## src/rtl/ram_port_arb_pkg.sv

```systemverilog
// Shared SoC memory package: port-index and burst-hold types used by the
// RAM port arbiter and its round-robin picker.
package ram_port_arb_pkg;

    localparam int PORTS_MIN   = 2;
    localparam int PORTS_MAX   = 4;
    localparam int BURST_MIN   = 1;
    localparam int BURST_LIMIT = 16;

    localparam int PORT_IDX_W = $clog2(PORTS_MAX);
    localparam int HOLD_W     = $clog2(BURST_LIMIT);

    typedef logic [PORT_IDX_W-1:0] port_idx_t;
    typedef logic [HOLD_W-1:0]     hold_cnt_t;

    // Registered arbitration state, kept in one struct so it is easy to observe.
    typedef struct packed {
        port_idx_t last_owner;
        hold_cnt_t hold_cnt;
        logic      granted;
    } arb_state_t;

    function automatic port_idx_t next_port(input port_idx_t p, input int n);
        if (int'(p) >= n - 1) return '0;
        return p + port_idx_t'(1);
    endfunction

endpackage

```

## src/rtl/ram_port_arb_rr_pick.sv

```systemverilog
// Combinational round-robin picker: one-hot grant of the first requester
// found at or after the start index, wrapping to the lowest index.
module rr_pick
    import ram_port_arb_pkg::*;
#(
    parameter int NUM_PORTS = 2
) (
    input  logic [NUM_PORTS-1:0] req,
    input  port_idx_t            start,
    output logic [NUM_PORTS-1:0] gnt
);

    logic found;

    always_comb begin
        gnt   = '0;
        found = 1'b0;
        for (int i = 0; i < NUM_PORTS; i++) begin
            for (int k = 0; k < NUM_PORTS; k++) begin
                if (!found && req[k] && (k == (int'(start) + i) % NUM_PORTS)) begin
                    gnt[k] = 1'b1;
                    found  = 1'b1;
                end
            end
        end
    end

endmodule

```

## src/rtl/ram_port_arb.sv

```systemverilog
// Round-robin arbiter sharing one single-port RAM among NUM_PORTS requesters,
// with bounded burst hold and one-cycle read-data return.
module ram_port_arb
    import ram_port_arb_pkg::*;
#(
    parameter int NUM_PORTS  = 2,
    parameter int ADDR_WIDTH = 40,
    parameter int DATA_WIDTH = 128,
    parameter int BURST_MAX  = 4
) (
    input  logic                              clk,
    input  logic                              reset,
    input  logic [NUM_PORTS-1:0]              p_req_i,
    output logic [NUM_PORTS-1:0]              p_gnt_o,
    input  logic [NUM_PORTS-1:0]              p_we_i,
    input  logic [NUM_PORTS*ADDR_WIDTH-1:0]   p_addr_i,
    input  logic [NUM_PORTS*DATA_WIDTH/8-1:0] p_be_i,
    input  logic [NUM_PORTS*DATA_WIDTH-1:0]   p_wdata_i,
    output logic [NUM_PORTS-1:0]              p_rvalid_o,
    output logic [DATA_WIDTH-1:0]             p_rdata_o,
    output logic                              ram_req_o,
    output logic                              ram_we_o,
    output logic [ADDR_WIDTH-1:0]             ram_addr_o,
    output logic [DATA_WIDTH/8-1:0]           ram_be_o,
    output logic [DATA_WIDTH-1:0]             ram_wdata_o,
    input  logic [DATA_WIDTH-1:0]             ram_rdata_i
);

    localparam int        BE_W     = DATA_WIDTH / 8;
    localparam hold_cnt_t HOLD_MAX = hold_cnt_t'(BURST_MAX - 1);

    arb_state_t           state;
    logic [NUM_PORTS-1:0] rvalid;
    logic [NUM_PORTS-1:0] rr_gnt;
    logic [NUM_PORTS-1:0] gnt;
    logic                 owner_req;
    logic                 hold;
    port_idx_t            start;
    port_idx_t            gnt_idx;

    always_comb begin
        owner_req = 1'b0;
        for (int k = 0; k < NUM_PORTS; k++) begin
            if (port_idx_t'(k) == state.last_owner) owner_req = p_req_i[k];
        end
    end

    // The owner keeps the RAM only while its burst budget lasts; at saturation
    // round-robin still lands back on it when nobody else is asking.
    assign hold  = state.granted && owner_req && (state.hold_cnt < HOLD_MAX);
    assign start = next_port(state.last_owner, NUM_PORTS);

    rr_pick #(
        .NUM_PORTS(NUM_PORTS)
    ) u_rr_pick (
        .req  (p_req_i),
        .start(start),
        .gnt  (rr_gnt)
    );

    always_comb begin
        gnt     = '0;
        gnt_idx = '0;
        if (!reset) begin
            if (hold) begin
                for (int k = 0; k < NUM_PORTS; k++) begin
                    if (port_idx_t'(k) == state.last_owner) gnt[k] = 1'b1;
                end
            end else begin
                gnt = rr_gnt;
            end
        end
        for (int k = 0; k < NUM_PORTS; k++) begin
            if (gnt[k]) gnt_idx = port_idx_t'(k);
        end
    end

    always_comb begin
        ram_we_o    = 1'b0;
        ram_addr_o  = '0;
        ram_be_o    = '0;
        ram_wdata_o = '0;
        for (int k = 0; k < NUM_PORTS; k++) begin
            if (gnt[k]) begin
                ram_we_o    = p_we_i[k];
                ram_addr_o  = p_addr_i[k*ADDR_WIDTH +: ADDR_WIDTH];
                ram_be_o    = p_be_i[k*BE_W +: BE_W];
                ram_wdata_o = p_wdata_i[k*DATA_WIDTH +: DATA_WIDTH];
            end
        end
    end

    assign ram_req_o  = |gnt;
    assign p_gnt_o    = gnt;
    assign p_rvalid_o = rvalid;
    assign p_rdata_o  = ram_rdata_i;

    always_ff @(posedge clk or posedge reset) begin
        if (reset) begin
            state.last_owner <= port_idx_t'(NUM_PORTS - 1);
            state.hold_cnt   <= '0;
            state.granted    <= 1'b0;
            rvalid           <= '0;
        end else begin
            rvalid <= gnt & ~p_we_i;
            if (|gnt) begin
                state.granted    <= 1'b1;
                state.last_owner <= gnt_idx;
                if (state.granted && (gnt_idx == state.last_owner)) begin
                    state.hold_cnt <= (state.hold_cnt == HOLD_MAX) ? HOLD_MAX
                                                                   : state.hold_cnt + hold_cnt_t'(1);
                end else begin
                    state.hold_cnt <= '0;
                end
            end else begin
                state.granted  <= 1'b0;
                state.hold_cnt <= '0;
            end
        end
    end

endmodule

```

## config.mk

```make
export PLATFORM = sky130hd
export DESIGN_NAME = ram_port_arb
export DESIGN_NICKNAME = d
export VERILOG_FILES = /design/src/rtl/ram_port_arb_pkg.sv /design/src/rtl/ram_port_arb_rr_pick.sv /design/src/rtl/ram_port_arb.sv
export SDC_FILE = /design/constraint.sdc
export NUM_CORES = 1
export LEC_CHECK = 0
export BUFFER_PORTS_ARGS = -buffer_cell sky130_fd_sc_hd__buf_2
export CAP_MARGIN = 20
export CELL_PAD_IN_SITES_DETAIL_PLACEMENT = 1
export CELL_PAD_IN_SITES_GLOBAL_PLACEMENT = 2
export CORE_AREA = 2 2 315 317
export CTS_CLUSTER_DIAMETER = 200
export DETAILED_ROUTE_END_ITERATION = 7
export DIE_AREA = 0 0 317 319
export PLACE_DENSITY_LB_ADDON = 0.1
export SLEW_MARGIN = 15
export SYNTH_ARGS = -nofsm -noshare
export SYNTH_HDL_FRONTEND = slang
export SYNTH_SLANG_ARGS = --single-unit
```

## constraint.sdc

```tcl
create_clock -name clk -period 6.2 [get_ports clk]
set_input_delay 0.31 -clock clk [delete_from_list [all_inputs] [get_ports clk]]
set_output_delay 0.31 -clock clk [all_outputs]
set_load 0.03 [all_outputs]
```

==> flow_summary_export.csv, run 1 <==
group,metric,value,unit
outcome,status,"finished, final reports clean",
drt,vias,4858,
sta,fin_skew,1.07,ps
synth,synth.cell_area,3340,um2
cts,cts_buffers,3,
grt,grt_usage,5.55,%
cts,cts_sinks,8,
drt,dr.pass1.iters,4,
synth,synth-xor-area-share,0.262,%
sta,period_share,57.1,%
sta,timing.fmax,283,MHz
grt,grt_first_pass_wirelength,40400,um
layout,diodes,0,
setup_path,cp-start-kind,"register",
cts,cts.htree.levels,1,
floorplanning,die-width,317,um
synth,yosysMostFrequentCell,"a22o_1",
placement,io_buffers,563,
synth,synth_top_family_by_area,"compound AO/OA/AOI/OAI gates",
floorplanning,start_util,3.42,%
sta,maxSlewHeadroom,52.5,%
setup_path,crit_fanout,86,
synth,synthesis.nets,898,
sta,final.min_clock_period,3540,ps
grt,grt_max_degree,113,
floorplanning,core,97700,um2
sta,finalSetupTns,0,ps
synth,synthCells,395,
synth,synth_top_area_share,48.5,%
sta,tightest_slew,712,ps
synth,synthTopCellsByArea,"a22o_1, buf_4, dfrtp_1",
synth,ys_types,22,
job,cap_violations,0,
sta,rsz0062_at_grt,"false",
sta,whs,130,ps
cts,cts_resized,0,
setup_path,cp.arrival,3230,ps
power_and_ir_drop,p_per_area,120,nW/um2
floorplanning,die-area,101000,um2
cts,cts_tree,"done",
synth,synth_ff_type,"dfrtp_1",
grt,globalRouteOverflowTotal,0,
cts,cts.path.max_buffers,2,
drt,vias_per_cell,2.33,
synth,synth.area.mux_share,0.898,%
placement,gp_routability_congestion,0.721,
drt,antenna_left,0,
drt,drc,0,
synth,synth_seq_area_share,6.03,%
setup_path,timing.rr.end,"state[5]",
drt,first_iter_violations,132,
synth,yosys_register_bits,8,
synth,synthTopCellsByCount,"a22o_1, buf_4, buf_6",
cts,postCtsHoldBufs,0,
grt,grt_pass1_vias,5125,
floorplanning,io_pins,820,
layout,synthToLayoutAreaGrowth,98.4,%
setup_path,reg2reg_slack,4430,ps
synth,synth_fa_ha_area_share,0.374,%
hold_path,min_path_type,"primary input to async pin",
setup_path,worstSetupPathType,"register to primary output",
layout,nNetsFinal,1303,
synth,synth-simple-area-share,4.23,%
sta,report.final.hold_viol_count,0,
cts,clk_pin_slew,40,ps
setup_path,worst_ep_required_time,5890,ps
synth,yosys_warnings,0,
placement,place_ws,2810,ps
power_and_ir_drop,p_leak,3.36,nW
grt,antenna_found_initial,6,
cts,cts_root_buf,"clkbuf_16",
cts,cts_setup_buffers,0,
sta,setup_viol,0,
cts,insertion_delay,230,ps
sta,fin_ws,2660,ps
power_and_ir_drop,peakVddDrop,0.0456,mV
drt,post_drt_wl_per_cell,15.0,um
floorplanning,num_rows,115,
setup_path,rr_worst_depth,4,
layout,drive_above_1_share,72.0,%
synth,syn_area_per_cell,8.46,um2
synth,synth_compound_area_share,49.4,%
setup_path,end_kind,"primary output",
drt,finalWirelength,31300,um
sta,final-max-slew-violation-count,0,
placement,hpwlAfterDp,26800,um
setup_path,r2r_start,"state[1]",
synth,synth_edf_count,0,
floorplanning,dieHeight,319,um
synth,yosysTopAreaCell,"a22o_1",
synth,async_flop_share,100,%
[worst max-delay path, cell delays in order (launching register included)]
cell and delay, ps:
dfrtp_1 390, ha_1 280, nor4b_4 380, mux2i_1 210, nor2_4 130, buf_12 390
buf_4 600, a22o_1 320, buf_2 220
[metal layers]
metal  GRT usage (%)  part of all wire [%]
met4           0.692                   1.2
met3            1.88                   9.7
met2            10.9                    53
met5               0                 0.086
met1            5.67                    36
[cell usage in the layout, fill, tap and decap left out]
cell       instances
buf_2            563
a22o_1           185
dfrtp_1            7
nand2_1            6
nor3_1             5
mux2i_1            3
nor2_1             3
nor2b_1            3
clkbuf_16          3
buf_12             3
nand2b_1           2
nor2_4             2
o21ai_0            2
buf_4              2
inv_1              1
nor4b_4            1
o22a_1             1
a21oi_1            1
a211oi_1           1
nand3_1            1
xor2_1             1
ha_1               1
clkbuf_1           1
dfstp_2            1
[cell type report]
type	count	area, um2
sequential	8	201
inverter	1	3.75
tap	1287	1610
multi-input combinational	218	1840
clock buffer	4	78.8
timing repair buffer	568	2890
fill	11800	91100
[sequential cells by signal (all words and copies together) (netlist names)]
signal and flops:
state 6, p_rvalid_o 2
[logic make-up (layout without fill, tap and decap cells)]
kind of cell             count (synthesis)  in the layout
flip-flops                               8              8
buffers and inverters                  169            573
AND/OR/NAND/NOR                         23             23
multiplexers                             3              3
XOR/XNOR                                 1              1
adder cells (fa/ha/maj)                  1              1
AO/OA/AOI/OAI                          190            190
[power by group]
part | switching, mW | internal [mW] | leakage [nW]
Clock | 0.0300 | 0.0862 | 0.0382
Combinational | 0.395 | 0.229 | 3.21
Sequential | 0.00190 | 0.0554 | 0.106
[worst max path at each step]
stage               depth (start not counted)              end     start
finish                                      8  ram_wdata_o[91]  state[1]
global route                                8  ram_wdata_o[91]  state[1]
CTS                                         8  ram_wdata_o[91]  state[1]
detailed placement                          8  ram_wdata_o[91]  state[1]
global placement                            8  ram_wdata_o[91]  state[1]
floorplan                                   7      ram_be_o[0]  state[1]
[through the flow]
step	utilization, %	total power [mW]	cells	cell area [um2]
finish	6.79	0.798	2086	6630
global route	6.79	0.851	2086	6630
CTS	6.79	0.815	2086	6630
detailed placement	6.71	0.695	2082	6550
global placement	6.71	0.705	2082	6550
floorplan	-	0.587	395	3340
Note: power is estimated with default switching activity, not from simulation.
==> run 2: changes to the inputs <==
--- a/config.mk
+++ b/config.mk
@@ -5,6 +5,7 @@
 export SDC_FILE = /design/constraint.sdc
 export NUM_CORES = 1
 export LEC_CHECK = 0
+export ABC_AREA = 1
 export BUFFER_PORTS_ARGS = -buffer_cell sky130_fd_sc_hd__buf_2
 export CAP_MARGIN = 20
 export CELL_PAD_IN_SITES_DETAIL_PLACEMENT = 1
==> constraint.sdc (replaced) <==
create_clock -name clk -period 3.63 [get_ports clk]
set_input_delay 0.1815 -clock clk [delete_from_list [all_inputs] [get_ports clk]]
set_output_delay 0.1815 -clock clk [all_outputs]
set_load 0.03 [all_outputs]
==> flow_summary_export.csv, run 2 <==
group,metric,value,unit
drt,first_iter_violations,129,
floorplanning,core,97700,um2
layout,final_common_cell,"nand2_1",
drt,dr.pass1.iters,4,
grt,antenna_found_initial,17,
sta,tightest_slew,376,ps
synth,yosysTopAreaCell,"nand2_1",
synth,syn_area_per_cell,4.81,um2
synth,synthCells,786,
power_and_ir_drop,power,2.78,mW
cts,insertion_delay,230,ps
setup_path,crit_fanout,45,
synth,synthTopCellsByArea,"nand2_1, buf_4, dfrtp_1",
setup_path,rr_worst_depth,10,
cts,cts_resized,0,
sta,maxSlewHeadroom,74.9,%
sta,setup_viol,0,
floorplanning,die-width,317,um
synth,synth_fa_ha_area_share,0.331,%
layout,most-common-layout-cells,"nand2_1, buf_2, buf_4",
power_and_ir_drop,p_leak,4.38,nW
drt,post_drt_wl_per_cell,14.4,um
outcome,status,"finished, final reports clean",
placement,place_ws,978,ps
power_and_ir_drop,internal-power,0.939,mW
power_and_ir_drop,seqPwrFrac,4.4,%
setup_path,reg2reg_slack,1900,ps
drt,vias_per_cell,2.48,
sta,final.min_clock_period,2840,ps
synth,synth.cell_area,3780,um2
grt,grt_max_degree,62,
layout,synthToLayoutAreaGrowth,92.5,%
layout,top_register,"state",
power_and_ir_drop,peakVddDrop,0.133,mV
synth,synth_compound_area_share,0.265,%
synth,yosysMostFrequentCell,"nand2_1",
setup_path,cp-startpoint,"state[1]",
synth,synth_top_family_by_area,"simple AND/OR/NAND/NOR gates",
cts,cts.htree.levels,1,
power_and_ir_drop,p_per_area,383,nW/um2
power_and_ir_drop,combPwrFrac,88.6,%
power_and_ir_drop,clkPwrFrac,6.9,%
synth,synth.area.mux_share,0,%
cts,cts_buffers,3,
floorplanning,num_rows,115,
setup_path,cp-start-kind,"register",
cts,cts.path.max_buffers,2,
cts,postCtsHoldBufs,0,
layout,fin_area,7280,um2
grt,grt_pass1_vias,6554,
power_and_ir_drop,swShare,66.3,%
sta,fin_ws,794,ps
placement,placedInstanceArea,7190,um2
grt,globalRouteOverflowTotal,0,
grt,use_met1,6.02,%
synth,synthesis.nets,1289,
drt,finalWirelength,36000,um
synth,yosys_warnings,0,
layout,nNetsFinal,1711,
grt,grt_use_met2,12.7,%
synth,async_flop_share,100,%
sta,period_share,78.1,%
layout,largest_reg_flops,6,
power_and_ir_drop,power_switching,1.84,mW
sta,rsz0062_at_grt,"false",
setup_path,timing.rr.end,"state[2]",
synth,synthTopCellsByCount,"nand2_1, buf_4, buf_2",
placement,gp_routability_congestion,0.715,
layout,nFillCells,12200,
setup_path,r2r_start,"state[1]",
floorplanning,start_util,3.87,%
placement,hpwlAfterDp,31500,um
setup_path,end_kind,"primary output",
floorplanning,dieHeight,319,um
synth,ys_types,18,
synth,synth-xor-area-share,0.232,%
sta,timing.fmax,353,MHz
synth,synth_top_area_share,57.2,%
sta,fin_skew,4.57,ps
setup_path,worst_ep_required_time,3450,ps
drt,vias,6195,
synth,synth_edf_count,0,
setup_path,worstSetupPathType,"register to primary output",
cts,cts_root_buf,"clkbuf_16",
synth,synth-simple-area-share,59.9,%
synth,synth_ff_type,"dfrtp_1",
job,cap_violations,0,
grt,grt_usage,6.53,%
cts,clk_pin_slew,40,ps
cts,cts_sinks,8,
drt,antenna_left,0,
hold_path,min_path_type,"primary input to async pin",
drt,drc,0,
floorplanning,io_pins,820,
synth,yosys_register_bits,8,
synth,synth_seq_area_share,5.33,%
layout,drive_above_1_share,49.5,%
sta,final-max-slew-violation-count,0,
floorplanning,die-area,101000,um2
setup_path,cp.arrival,2650,ps
cts,cts_tree,"done",
grt,top_usage_layer,"met2",
sta,report.final.hold_viol_count,0,
grt,use_met3,3.39,%
sta,finalSetupTns,0,ps
grt,grt_first_pass_wirelength,48100,um
cts,cts_setup_buffers,0,
placement,io_buffers,563,
## run 2: area by class of cell
| class | count | area [um2] | area share, % |
|---|---|---|---|
| Inverter | 11 | 51.3 | 0.705 |
| Clock buffer | 4 | 78.8 | 1.08 |
| Sequential cell | 8 | 201 | 2.77 |
| Tap cell | 1287 | 1610 | 22.1 |
| Timing Repair Buffer | 585 | 3030 | 41.7 |
| Antenna cell | 3 | 7.51 | 0.103 |
| Multi-Input combinational cell | 599 | 2290 | 31.5 |
## run 2: power groups by stage
stage	registers [mW]	clock network [mW]	logic, mW
final	0.123	0.193	2.47
after global placement	0.128	0	2.60
after CTS	0.124	0.199	2.58
after floorplan	0.124	0	1.81
after global routing	0.126	0.206	2.72
after detailed placement	0.124	0	2.57
## run 2: metrics by stage
step,utilization [%],hold WS (ps),instances
floorplan,-,36.9,786
global placement,7.36,347,2490
detailed placement,7.36,341,2490
CTS,7.44,94.4,2494
global route,7.44,125,2495
finish,7.45,67.3,2497
## run 2: worst max path at each step
| stage | to | slack, ps | depth (start not counted) |
|---|---|---|---|
| finish | ram_addr_o[26] | 790 | 13 |
| global route | ram_addr_o[26] | 460 | 13 |
| detailed placement | ram_addr_o[11] | 980 | 13 |
| floorplan | ram_addr_o[30] | 1700 | 11 |
| CTS | ram_addr_o[11] | 720 | 13 |
| global placement | ram_addr_o[11] | 1010 | 13 |
## run 2: logic make-up after synthesis
group | count (synthesis)
compound gates | 2
xor+xnor | 1
fa+ha+maj | 1
buf+inv | 179
flops | 8
simple gates | 595
## run 2: worst max-delay path: stages (launching register included)
cell,delay (ps)
dfrtp_1,390
ha_1,250
inv_2,80
nand2_2,60
nor2_4,120
nand2_1,90
nand2_1,90
nand3_2,130
inv_6,270
buf_12,280
buf_4,220
nand2_1,60
nand2_1,60
buf_2,200
## run 2: routing by layer
metal | vias to the layer above | wire length (um)
met3 | 60 | 4710
met2 | 406 | 18800
met4 | 22 | 487
met1 | 2662 | 11800
met5 | - | 160
li1 | 3045 | -
